===== config.mk =====
export PLATFORM = sky130hd
export DESIGN_NAME = lcdi_ctrl
export DESIGN_NICKNAME = d
export VERILOG_FILES = /design/src/rtl/lcdi_ctrl_pkg.sv /design/src/rtl/lcdi_addr_gen.sv /design/src/rtl/lcdi_ctrl.sv
export SDC_FILE = /design/constraint.sdc
export NUM_CORES = 1
export LEC_CHECK = 0
export ABC_AREA = 1
export CORE_ASPECT_RATIO = 1.25
export CORE_MARGIN = 2
export CORE_UTILIZATION = 53
export CTS_CLUSTER_DIAMETER = 150
export CTS_CLUSTER_SIZE = 25
export DETAILED_ROUTE_END_ITERATION = 12
export GPL_TIMING_DRIVEN = 1
export HOLD_SLACK_MARGIN = 0.05
export PLACE_DENSITY = 0.95
export SYNTH_ARGS = -nofsm -noshare
export SYNTH_HDL_FRONTEND = slang
export SYNTH_SLANG_ARGS = --single-unit

===== constraint.sdc =====
create_clock -name clk -period 4.9 [get_ports clk]
set_clock_uncertainty 0.1 [all_clocks]
set_input_delay 0.735 -clock clk [delete_from_list [all_inputs] [get_ports clk]]
set_output_delay 0.735 -clock clk [all_outputs]
set_load 0.05 [all_outputs]

===== src/rtl/lcdi_ctrl_pkg.sv =====
// Shared definitions for the LCDI sequencer and datapath: phase codes,
// state width and default frame geometry.
package lcdi_ctrl_pkg;

  localparam int STATE_W    = 3;
  localparam int DEF_IMG_W  = 128;
  localparam int DEF_IMG_H  = 64;
  localparam int DEF_ROW_AW = 6;
  localparam int DEF_COL_AW = 7;

  // The datapath decodes these same codes, so the values are fixed.
  typedef enum logic [STATE_W-1:0] {
    IDLE = 3'd0,
    S1   = 3'd1,
    S2   = 3'd2,
    S3   = 3'd3,
    S4   = 3'd4,
    DONE = 3'd5
  } lcdi_state_e;

endpackage


===== src/rtl/lcdi_addr_gen.sv =====
// Raster row/column counters for the LCDI sequencer.
// Also provides last-pixel detection and the mirrored upper/lower row taps.
module lcdi_addr_gen
  import lcdi_ctrl_pkg::*;
#(
  parameter int IMG_W  = DEF_IMG_W,
  parameter int IMG_H  = DEF_IMG_H,
  parameter int ROW_AW = DEF_ROW_AW,
  parameter int COL_AW = DEF_COL_AW
) (
  input  logic              clk,
  input  logic              rst_n,
  input  logic              advance_i,
  input  logic              clear_i,
  input  logic              load_taps_i,
  output logic [ROW_AW-1:0] row_o,
  output logic [ROW_AW-1:0] row_up_o,
  output logic [ROW_AW-1:0] row_dn_o,
  output logic [COL_AW-1:0] col_o,
  output logic              last_o
);

  localparam logic [ROW_AW-1:0] ROW_LAST = ROW_AW'(IMG_H - 1);
  localparam logic [COL_AW-1:0] COL_LAST = COL_AW'(IMG_W - 1);

  logic [ROW_AW-1:0] row_q, row_d;
  logic [COL_AW-1:0] col_q, col_d;
  logic [ROW_AW-1:0] up_q, up_d;
  logic [ROW_AW-1:0] dn_q, dn_d;

  // Taps are derived from the next row so they are already registered
  // in the same cycle the pixel enters its fetch phase.
  always_comb begin
    row_d = row_q;
    col_d = col_q;
    if (clear_i) begin
      row_d = '0;
      col_d = '0;
    end else if (advance_i) begin
      if (col_q == COL_LAST) begin
        col_d = '0;
        row_d = (row_q == ROW_LAST) ? '0 : row_q + 1'b1;
      end else begin
        col_d = col_q + 1'b1;
      end
    end
    up_d = (row_d == '0)       ? ROW_AW'(1)        : row_d - 1'b1;
    dn_d = (row_d == ROW_LAST) ? ROW_LAST - 1'b1   : row_d + 1'b1;
  end

  always_ff @(posedge clk or negedge rst_n) begin
    if (!rst_n) begin
      row_q <= '0;
      col_q <= '0;
      up_q  <= '0;
      dn_q  <= '0;
    end else begin
      row_q <= row_d;
      col_q <= col_d;
      if (load_taps_i) begin
        up_q <= up_d;
        dn_q <= dn_d;
      end
    end
  end

  assign row_o    = row_q;
  assign col_o    = col_q;
  assign row_up_o = up_q;
  assign row_dn_o = dn_q;
  assign last_o   = (row_q == ROW_LAST) && (col_q == COL_LAST);

endmodule


===== src/rtl/lcdi_ctrl.sv =====
// LCDI phase sequencer: steps each pixel through fetch/upper/lower/commit,
// issuing line-buffer reads and the output write address.
module lcdi_ctrl
  import lcdi_ctrl_pkg::*;
#(
  parameter int IMG_W  = DEF_IMG_W,
  parameter int IMG_H  = DEF_IMG_H,
  parameter int ROW_AW = DEF_ROW_AW,
  parameter int COL_AW = DEF_COL_AW
) (
  input  logic                     clk,
  input  logic                     rst_n,
  input  logic                     start,
  input  logic                     abort,
  input  logic                     ds_ready,
  output logic [STATE_W-1:0]       LCDI_state,
  output logic [6:0]               index,
  output logic                     rd_en,
  output logic [ROW_AW-1:0]        rd_row0,
  output logic [ROW_AW-1:0]        rd_row1,
  output logic [ROW_AW-1:0]        rd_row2,
  output logic [COL_AW-1:0]        rd_col,
  output logic [ROW_AW+COL_AW-1:0] wr_addr,
  output logic                     busy,
  output logic                     done
);

  lcdi_state_e state_q, state_d;
  logic        advance, clear, last;
  logic        rd_en_q, busy_q, done_q;
  logic [ROW_AW+COL_AW-1:0] wr_addr_q;
  logic [ROW_AW-1:0] row, row_up, row_dn;
  logic [COL_AW-1:0] col;

  lcdi_addr_gen #(
    .IMG_W (IMG_W),
    .IMG_H (IMG_H),
    .ROW_AW(ROW_AW),
    .COL_AW(COL_AW)
  ) u_addr_gen (
    .clk        (clk),
    .rst_n      (rst_n),
    .advance_i  (advance),
    .clear_i    (clear),
    .load_taps_i(state_d == S1),
    .row_o      (row),
    .row_up_o   (row_up),
    .row_dn_o   (row_dn),
    .col_o      (col),
    .last_o     (last)
  );

  // Only S1 may wait on downstream; S2..S4 feed a pipeline that cannot hold.
  always_comb begin
    state_d = state_q;
    advance = 1'b0;
    clear   = 1'b0;
    if (abort) begin
      state_d = IDLE;
      clear   = 1'b1;
    end else begin
      case (state_q)
        IDLE:    if (start) state_d = S1;
        S1:      if (ds_ready) state_d = S2;
        S2:      state_d = S3;
        S3:      state_d = S4;
        S4: begin
          advance = 1'b1;
          state_d = last ? DONE : S1;
        end
        DONE:    state_d = IDLE;
        default: state_d = IDLE;
      endcase
    end
  end

  always_ff @(posedge clk or negedge rst_n) begin
    if (!rst_n) begin
      state_q   <= IDLE;
      rd_en_q   <= 1'b0;
      busy_q    <= 1'b0;
      done_q    <= 1'b0;
      wr_addr_q <= '0;
    end else begin
      state_q <= state_d;
      rd_en_q <= (state_d == S1);
      busy_q  <= (state_d != IDLE);
      done_q  <= (state_d == DONE);
      if (advance) wr_addr_q <= {row, col};
    end
  end

  assign LCDI_state = state_q;
  assign index      = 7'(col);
  assign rd_col     = col;
  assign rd_row0    = row_up;
  assign rd_row1    = row;
  assign rd_row2    = row_dn;
  assign rd_en      = rd_en_q;
  assign busy       = busy_q;
  assign done       = done_q;
  assign wr_addr    = wr_addr_q;

endmodule


==> reports/summary.txt <==
status: complete, no violations
Slew Limit Fails: 0
type of the worst setup path: input port to flip-flop
CTS resizes: 0
Initial Utilization: 0.5606
TritonCTS Buffers: 5
total core area: 4131 um^2
detailed placement HPWL: 4162 um
Area Overhead vs Synth: 28.31%
clk buf depth: 2
number of distinct library cells after synthesis: 31
max_cap viols: 0
# DRC: 0
dpl cells: 376
Syn Area/Cell: 8.422 um^2
hold depth: 2
first-pass GRT wire length: 9025 um
FP Rows: 26
number of flops mapped to enable cells by yosys: 0
GR Util met3: 0.03188
Post-Syn Area: 2316 um^2
CP dominant cell by count: nand2_1
Die Wd: 63.13 um
gp weighted congestion: 0.9230
ys async rst share: 1.000
WL final: 5349 um
Achievable Freq: 0.3167 GHz
Root Buffer: clkbuf_8
initial antenna violation count: 0
I/O pins: 56
H-tree levels: 2
global route total overflow: 0
routing usage on met1: 0.2635
combinational share of power: 0.246
# hold bufs at CTS: 0
internal power: 0.6052 mW
commonest non-fill, non-tap cell in the layout: nand2_1
Critical Path RT: 4.97 ns
VDD IR-drop max: 270.5 uV
worst skew pair latency: 0.29 ns
Post-CTS Setup Bufs: 0
DR pass1 iterations: 4
Yosys warning total: 0
final instance count without filler cells: 384
worst r2r path cells: 13
switch share: 0.3244
Pleak: 1.334 nW
slew margin rel.: 0.3810
met2 Track Usage GR: 0.4309
setup_tns: 0 ns
CTS tree: yes
Seq pwr share: 0.451
vias per cell: 5.182
post-layout min period: 3.158 ns
wire per inst: 13.93 um
Seq/Total Area, Yosys: 0.4754
commonest non-fill, non-tap cells in the layout: 70 x nand2_1, 54 x clkdlybuf4s50_1, 44 x dfrtp_1
crit-path max FO: 31
pin count of the biggest net entering global routing: 45
die area: 4918 um^2
Layout Nets: 337
clock slew at reported path FFs: 0.09 ns
CP cell instances: clkdlybuf4s50_1 -> inv_4 -> nand3_4 -> inv_2 -> nand2_1 -> nand2_1 -> nand2_1 -> nand2_1 -> inv_1 -> ha_1 -> nand4_1 -> nor2_1 -> a21oi_2 -> a21oi_1
Antenna Cells: 0
clock power share: 0.302
vias: 1,990
initial DRC count: 113
Port Buf Inserts: 55
Top Usage Layer GRT: met2
Net Count, Synth: 285
power density cells: 301.5 nW/um^2
Worst-Margin Slew: 0.9285 ns
share of cells above drive strength 1: 0.1189
Hold Crit Class: flip-flop to flip-flop
Critical Path Max Stage Delay: 0.53 ns
Sw Pwr: 0.2906 mW
critical path depth: 14
Crit path buffers/inverters: 4
CP top delay family: buffers and inverters
CTS sink count: 44
Hold Fails Final Rpt: 0
final setup vio count: 0
Arrival @ worst endpoint: 3.23 ns
flops & latches, synth: 44
crit path max-delay cell type: clkdlybuf4s50_1
Syn Inst Count: 275
vias in the first global route: 2,020
die height: 77.91 um
CP Capture Type: flip-flop
unrepaired setup endpoints after global routing: no
Routed Antenna Nets: 0
gr usage total: 0.2325
prevailing post-synth register cell: dfrtp_1
Startpoint Class: input port
period utilization: 0.6444
==> worst reg2reg max path: stages, from the launching register on <==
cell     delay, ns
dfrtp_1       0.43
nor2_4        0.20
nand3_4       0.30
inv_2         0.17
nand2_1       0.08
nand2_1       0.06
nand2_1       0.07
nand2_1       0.17
inv_1         0.11
ha_1          0.24
nand4_1       0.15
nor2_1        0.08
a21oi_2       0.23
a21oi_1       0.11
==> cell type report <==
type	count	area [um^2]
fill	337	1160
sequential	44	1101
multi-input combinational	184	999.7
timing repair buffer	55	545.5
inverter	37	143.9
tap	56	70.07
clock buffer	5	68.82
clock inverter	3	42.54
==> state kept, by name, indices dropped and copies added (netlist names) <==
register,flops
LCDI_state,3
busy,1
done,1
rd_en,1
u_addr_gen.col_o,7
u_addr_gen.row_dn_o,6
u_addr_gen.row_o,6
u_addr_gen.row_up_o,6
wr_addr,13
==> power groups by stage <==
stage,Sequential [mW],Clock (mW),Combinational [mW]
after floorplan,0.498,0,0.0572
after global placement,0.411,0,0.218
after detailed placement,0.411,0,0.224
after CTS,0.405,0.276,0.223
after global routing,0.409,0.288,0.234
final,0.404,0.271,0.221
==> metal layers <==
metal  part of all wire  vias up  wire length (um)
met5                  0        -                 0
met4              0.025        0               133
met3              0.050       14               267
met2               0.53       72              2851
met1               0.39      928              2096
li1                   -      976                 -
==> synthesized netlist by cell type, types with 2 or more instances <==
cell type / instances / area [um^2]
nor2_1: 18 / 67.56
clkbuf_1: 2 / 7.510
o21ai_1: 3 / 15.01
nand3_4: 3 / 52.55
ha_1: 5 / 62.56
o21ai_0: 15 / 75.07
nor2_2: 5 / 31.28
xnor2_1: 2 / 17.52
xor2_1: 4 / 35.03
buf_4: 7 / 52.55
o22ai_1: 3 / 18.77
nor2_4: 4 / 45.04
inv_1: 31 / 116.4
nand4_1: 3 / 18.77
a21oi_1: 9 / 45.04
inv_2: 4 / 15.01
dfrtp_1: 44 / 1101
nand3_1: 19 / 95.09
inv_4: 2 / 12.51
nand3_2: 3 / 30.03
nor3_1: 4 / 20.02
nand2_1: 70 / 262.8
a31oi_1: 2 / 12.51
a21oi_2: 2 / 17.52
nand2_2: 5 / 31.28
==> path summary, 6_finish.rpt <==
kind / startpoint / end / slack (ns)
min in group asynchronous: rst_n / u_addr_gen.col_o[3] / 0.48
max reg2reg: LCDI_state[0] / u_addr_gen.row_dn_o[3] / 2.28
min reg2reg: u_addr_gen.row_up_o[3] / u_addr_gen.row_up_o[3] / 0.40
min: u_addr_gen.row_up_o[3] / u_addr_gen.row_up_o[3] / 0.40
max: abort / u_addr_gen.row_dn_o[3] / 1.74
max in group asynchronous: rst_n / wr_addr[7] / 3.64
==> through the flow <==
step	worst slack [ns]	cell area, um^2	power (mW)	hold slack (ns)	util
floorplan	2.338	2316	0.5556	0.3394	-
global placement	1.575	2860	0.6286	0.3643	0.6923
detailed placement	1.461	2860	0.6349	0.3714	0.6923
CTS	1.760	2972	0.9042	0.3961	0.7193
global route	1.493	2972	0.9300	0.4200	0.7193
finish	1.742	2972	0.8959	0.3953	0.7193
==> cell families after synthesis <==
group / count (synthesis) / share of synthesized area
AOI/OAI and AO/OA: 38 / 0.09671
xor gates and xnor gates: 6 / 0.02269
adders and majority gates: 5 / 0.02701
buffers and inverters: 47 / 0.09292
DFF: 44 / 0.4754
and+or+nand+nor: 135 / 0.2852
Note: power is estimated with default switching activity, not from simulation.
==> edit 1: new RTL, config.mk and constraints unchanged <==
Change the package constant `DEF_COL_AW` from 7 to 6.
--- a/src/rtl/lcdi_ctrl_pkg.sv
+++ b/src/rtl/lcdi_ctrl_pkg.sv
@@ -6,7 +6,7 @@
   localparam int DEF_IMG_W  = 128;
   localparam int DEF_IMG_H  = 64;
   localparam int DEF_ROW_AW = 6;
-  localparam int DEF_COL_AW = 7;
+  localparam int DEF_COL_AW = 6;
 
   // The datapath decodes these same codes, so the values are fixed.
   typedef enum logic [STATE_W-1:0] {
Interface: changed (resized rd_col and wr_addr); port bits go from 56 to 54. The function was not compared with the original's and may differ.
==> edit 1 against the original RTL <==
Core utilization rose by 0.17 points; design area fell by 7.4%; final cell count is 6.8% lower; critical path depth decreased by 2; global-route usage rose by 1.1 points; area after synthesis is 7.7% lower; setup slack worse by 0.11 ns; power decreased by 17%; hold slack lost 0.010 ns; wire length shrank 8.2%; sequential cell count decreased by 2; largest power group unchanged.
==> edit 1: results <==
export IMPL_seq_share_pct=38.20
export IMPL_buf_share_pct=18.74
export IMPL_grtUsageTotal_pct=24.32
export IMPL_drt_vias_per_instance=5.067
export IMPL_nClkBuffers=6
export IMPL_endpoint="u_addr_gen.row_dn_o[0]"
export IMPL_worst_pin_slew_ns=0.8944
export IMPL_reg2reg_slack_ns=2.34
export IMPL_r2r_cells=11
export IMPL_slowest_stage="nand3_2"
export IMPL_buffers=52
export IMPL_fill_cells=305
export IMPL_dpl_hpwl_um=3754
export IMPL_place_ws_ns=1.317
export IMPL_holdPathEnd="wr_addr[8]"
export IMPL_drtIter0Drc=49
export IMPL_grt_first_pass_wirelength_um=7976
export IMPL_totalWireLength_um=4912
export IMPL_max_stage_delay_ns=0.48
export IMPL_portBuffers=52
export IMPL_ir_drop_v=0.0002587
export IMPL_multi_input_gates=174
export IMPL_synth_fa_ha_area_share_pct=2.926
export IMPL_grt_max_degree=43
export IMPL_drive_above_1_share_pct=8.224
export IMPL_place_congestion=0.8815
export IMPL_ys_ff_latch=42
export IMPL_synth_xor_xnor_area_share_pct=2.867
export IMPL_status="complete, no violations"
export IMPL_hold_ws_ns=0.3850
export IMPL_syn_nets=264
export IMPL_fin_nets=313
export IMPL_inv_count=28
export IMPL_min_from="wr_addr[8]"
export IMPL_ys_seq_area_share_pct=49.15
export IMPL_synth_compound_area_share_pct=7.724
export IMPL_multi_input_area_um2=914.6
export IMPL_synthTopCellsByArea="dfrtp_1, nand2_1, nor2_1"
export IMPL_finalCritPeriodShare_pct=66.70
export IMPL_synth_cell_types=32
export IMPL_crit_fanout=26
-- edit 1: through the flow --
| step | instances | cell area, um^2 | utilization [%] |
|---|---|---|---|
| 3_5_place_dp | 350 | 2656 | 69.61 |
| 3_3_place_gp | 350 | 2656 | 69.61 |
| 4_1_cts | 358 | 2751 | 72.10 |
| 2_1_floorplan | 254 | 2138 | - |
| 5_1_grt | 358 | 2751 | 72.10 |
| 6_report | 358 | 2751 | 72.10 |
-- edit 1: power by group through the flow --
stage / Clock (mW) / Sequential [mW] / Combinational, mW
after floorplan: 0 / 0.436 / 0.0352
final: 0.230 / 0.375 / 0.141
after CTS: 0.234 / 0.374 / 0.142
after global placement: 0 / 0.380 / 0.140
after detailed placement: 0 / 0.379 / 0.143
after global routing: 0.248 / 0.376 / 0.150
-- edit 1: metal layers --
layer	vias to the layer above	part of all wire (%)	global-route usage, %
met5	-	0	0
met4	0	3.0	12.56
met3	14	4.3	5.155
met2	63	50	41.22
met1	834	43	28.73
li1	903	-	-
==> edit 2: new RTL, same settings <==
Made on the original files. Make the reset (`rst_n`) synchronous in 2 clocked blocks.
--- a/src/rtl/lcdi_addr_gen.sv
+++ b/src/rtl/lcdi_addr_gen.sv
@@ -48,7 +48,7 @@
     dn_d = (row_d == ROW_LAST) ? ROW_LAST - 1'b1   : row_d + 1'b1;
   end
 
-  always_ff @(posedge clk or negedge rst_n) begin
+  always_ff @(posedge clk) begin
     if (!rst_n) begin
       row_q <= '0;
       col_q <= '0;
--- a/src/rtl/lcdi_ctrl.sv
+++ b/src/rtl/lcdi_ctrl.sv
@@ -74,7 +74,7 @@
     end
   end
 
-  always_ff @(posedge clk or negedge rst_n) begin
+  always_ff @(posedge clk) begin
     if (!rst_n) begin
       state_q   <= IDLE;
       rd_en_q   <= 1'b0;
Function: differs if rst_n is asserted again (counterexample within 4 cycles, from zero or initial values and one cycle with rst_n low); with rst_n held inactive, the same outputs for 10 cycles.
==> edit 2 against the original RTL <==
Sequential cell count unchanged; via count increased by 1.1%; hold slack got worse by 0.028 ns; area after synthesis decreased by 4.4%; setup slack got worse by 0.0094 ns; wire length decreased by 5.7%; design area decreased by 3.1%; first-iteration DRC count decreased by 20%; critical endpoint is now u_addr_gen.row_dn_o[5].
Power is not compared: it rests on default switching activity, and its combinational part moved more than twofold at a synthesized area within 25%.
==> edit 2: results <==
export IMPL_max_slew_margin_rel_pct=49.00
export IMPL_ir_drop_v=0.0001870
export IMPL_dr_pass1_iters=5
export IMPL_ys_seq_area_share_pct=39.77
export IMPL_power_leakage_nw=1.124
export IMPL_cts_buffers_inserted=5
export IMPL_synth_top_area_share_pct=39.77
export IMPL_hp_class="reg -> reg"
export IMPL_synth_commonest_cells="nand2_1, dfxtp_1, nor2_1, inv_1, a21oi_1"
export IMPL_netlist_instances=289
export IMPL_grt_pass1_vias=1840
export IMPL_drt_vias_per_instance=5.104
export IMPL_grt_max_degree=25
export IMPL_switchingPower_mw=0.1663
export IMPL_totalWireLength_um=5042
export IMPL_via_count=2011
export IMPL_grtUsageTotal_pct=22.70
export IMPL_grt_first_pass_wirelength_um=8238
export IMPL_r2r_start="u_addr_gen.col_o[1]"
export IMPL_dp_cells=386
export IMPL_synth_cell_types=34
export IMPL_fill_cells=314
export IMPL_fin_nets=347
export IMPL_syn_nets=299
export IMPL_crit_fanout=14
export IMPL_place_congestion=0.9586
export IMPL_dpl_hpwl_um=3701
export IMPL_largest_reg_flops=13
export IMPL_status="complete, no violations"
export IMPL_async_reset_ff_share_pct=0
export IMPL_drtIter0Drc=90
export IMPL_critical_path_arrival_ns=3.27
export IMPL_drive_above_1_share_pct=13.31
export IMPL_ys_flop_type="dfxtp_1"
export IMPL_min_from="u_addr_gen.row_up_o[2]"
export IMPL_synthTopCellsByArea="dfxtp_1, nand2_1, nor2_1"
==> edit 2: cell count changes after synthesis, sizes merged, moves of 3 or more <==
cell   change
a21oi     +12
buf        +3
dfrtp     -44
o22ai      -3
nor2      +13
nand3      -4
dfxtp     +44
nand2      -7
inv        -8
==> edit 2: metal layers <==
| layer | routed length, um | up-vias | global-route usage, % |
|---|---|---|---|
| li1 | - | 1019 | - |
| met1 | 2055 | 924 | 26.64 |
| met2 | 2635 | 57 | 38.21 |
| met3 | 237 | 11 | 4.414 |
| met4 | 112 | 0 | 10.21 |
| met5 | 0 | - | 0 |
==> edit 2: per-stage QoR <==
| stage | power (mW) | worst slack [ns] | utilization, % | cell area [um^2] |
|---|---|---|---|---|
| floorplan | 0.4187 | 2.364 | - | 2215 |
| global placement | 0.4369 | 1.555 | 67.69 | 2753 |
| detailed placement | 0.4377 | 1.455 | 67.69 | 2753 |
| CTS | 0.7322 | 1.738 | 70.80 | 2879 |
| global route | 0.7525 | 1.462 | 70.80 | 2879 |
| finish | 0.7289 | 1.733 | 70.80 | 2879 |
==> edit 2: path summary, 6_finish.rpt <==
kind                       endpoint  slack [ns]  cells after the start
min          u_addr_gen.row_up_o[2]        0.37                      2
max          u_addr_gen.row_dn_o[5]        1.73                     15
max reg2reg  u_addr_gen.row_dn_o[5]        2.36                     15
min reg2reg  u_addr_gen.row_up_o[2]        0.37                      2
==> edit 2: area by class of cell <==
type	instances	area [um^2]	area share (%)
clock inverters	1	30.03	1.043
clock buffers	7	96.34	3.346
flip-flops and latches	44	880.8	30.60
multi-input cells	201	1135	39.42
well taps	56	70.07	2.434
inverters	29	108.9	3.781
repair buffers	56	558.0	19.38
==> edit 2: worst max-delay path, stage by stage <==
cell             delay [ns]
clkdlybuf4s50_1        0.48
inv_2                  0.29
nand3_2                0.33
nor2_4                 0.25
nand2_1                0.12
nand3_4                0.13
inv_1                  0.09
ha_1                   0.23
nand4_1                0.11
nor2_2                 0.06
nand2_2                0.09
nand2_1                0.07
nand3b_1               0.18
nand2_1                0.06
inv_1                  0.04
==> edit 2: power by group through the flow <==
| stage | Sequential [mW] | Combinational [mW] | Clock (mW) |
|---|---|---|---|
| floorplan | 0.396 | 0.0227 | 0 |
| global placement | 0.375 | 0.0616 | 0 |
| detailed placement | 0.375 | 0.0624 | 0 |
| CTS | 0.367 | 0.0628 | 0.302 |
| global route | 0.368 | 0.0667 | 0.318 |
| finish | 0.367 | 0.0627 | 0.299 |
==> edit 2: kinds of logic after synthesis <==
group / Yosys count / share of synthesized area (%)
AOI/OAI and AO/OA: 51 / 13.16
buffers and inverters: 44 / 8.983
DFF: 44 / 39.77
adders and majority gates: 5 / 2.825
xor gates and xnor gates: 6 / 2.373
and+or+nand+nor: 139 / 32.88
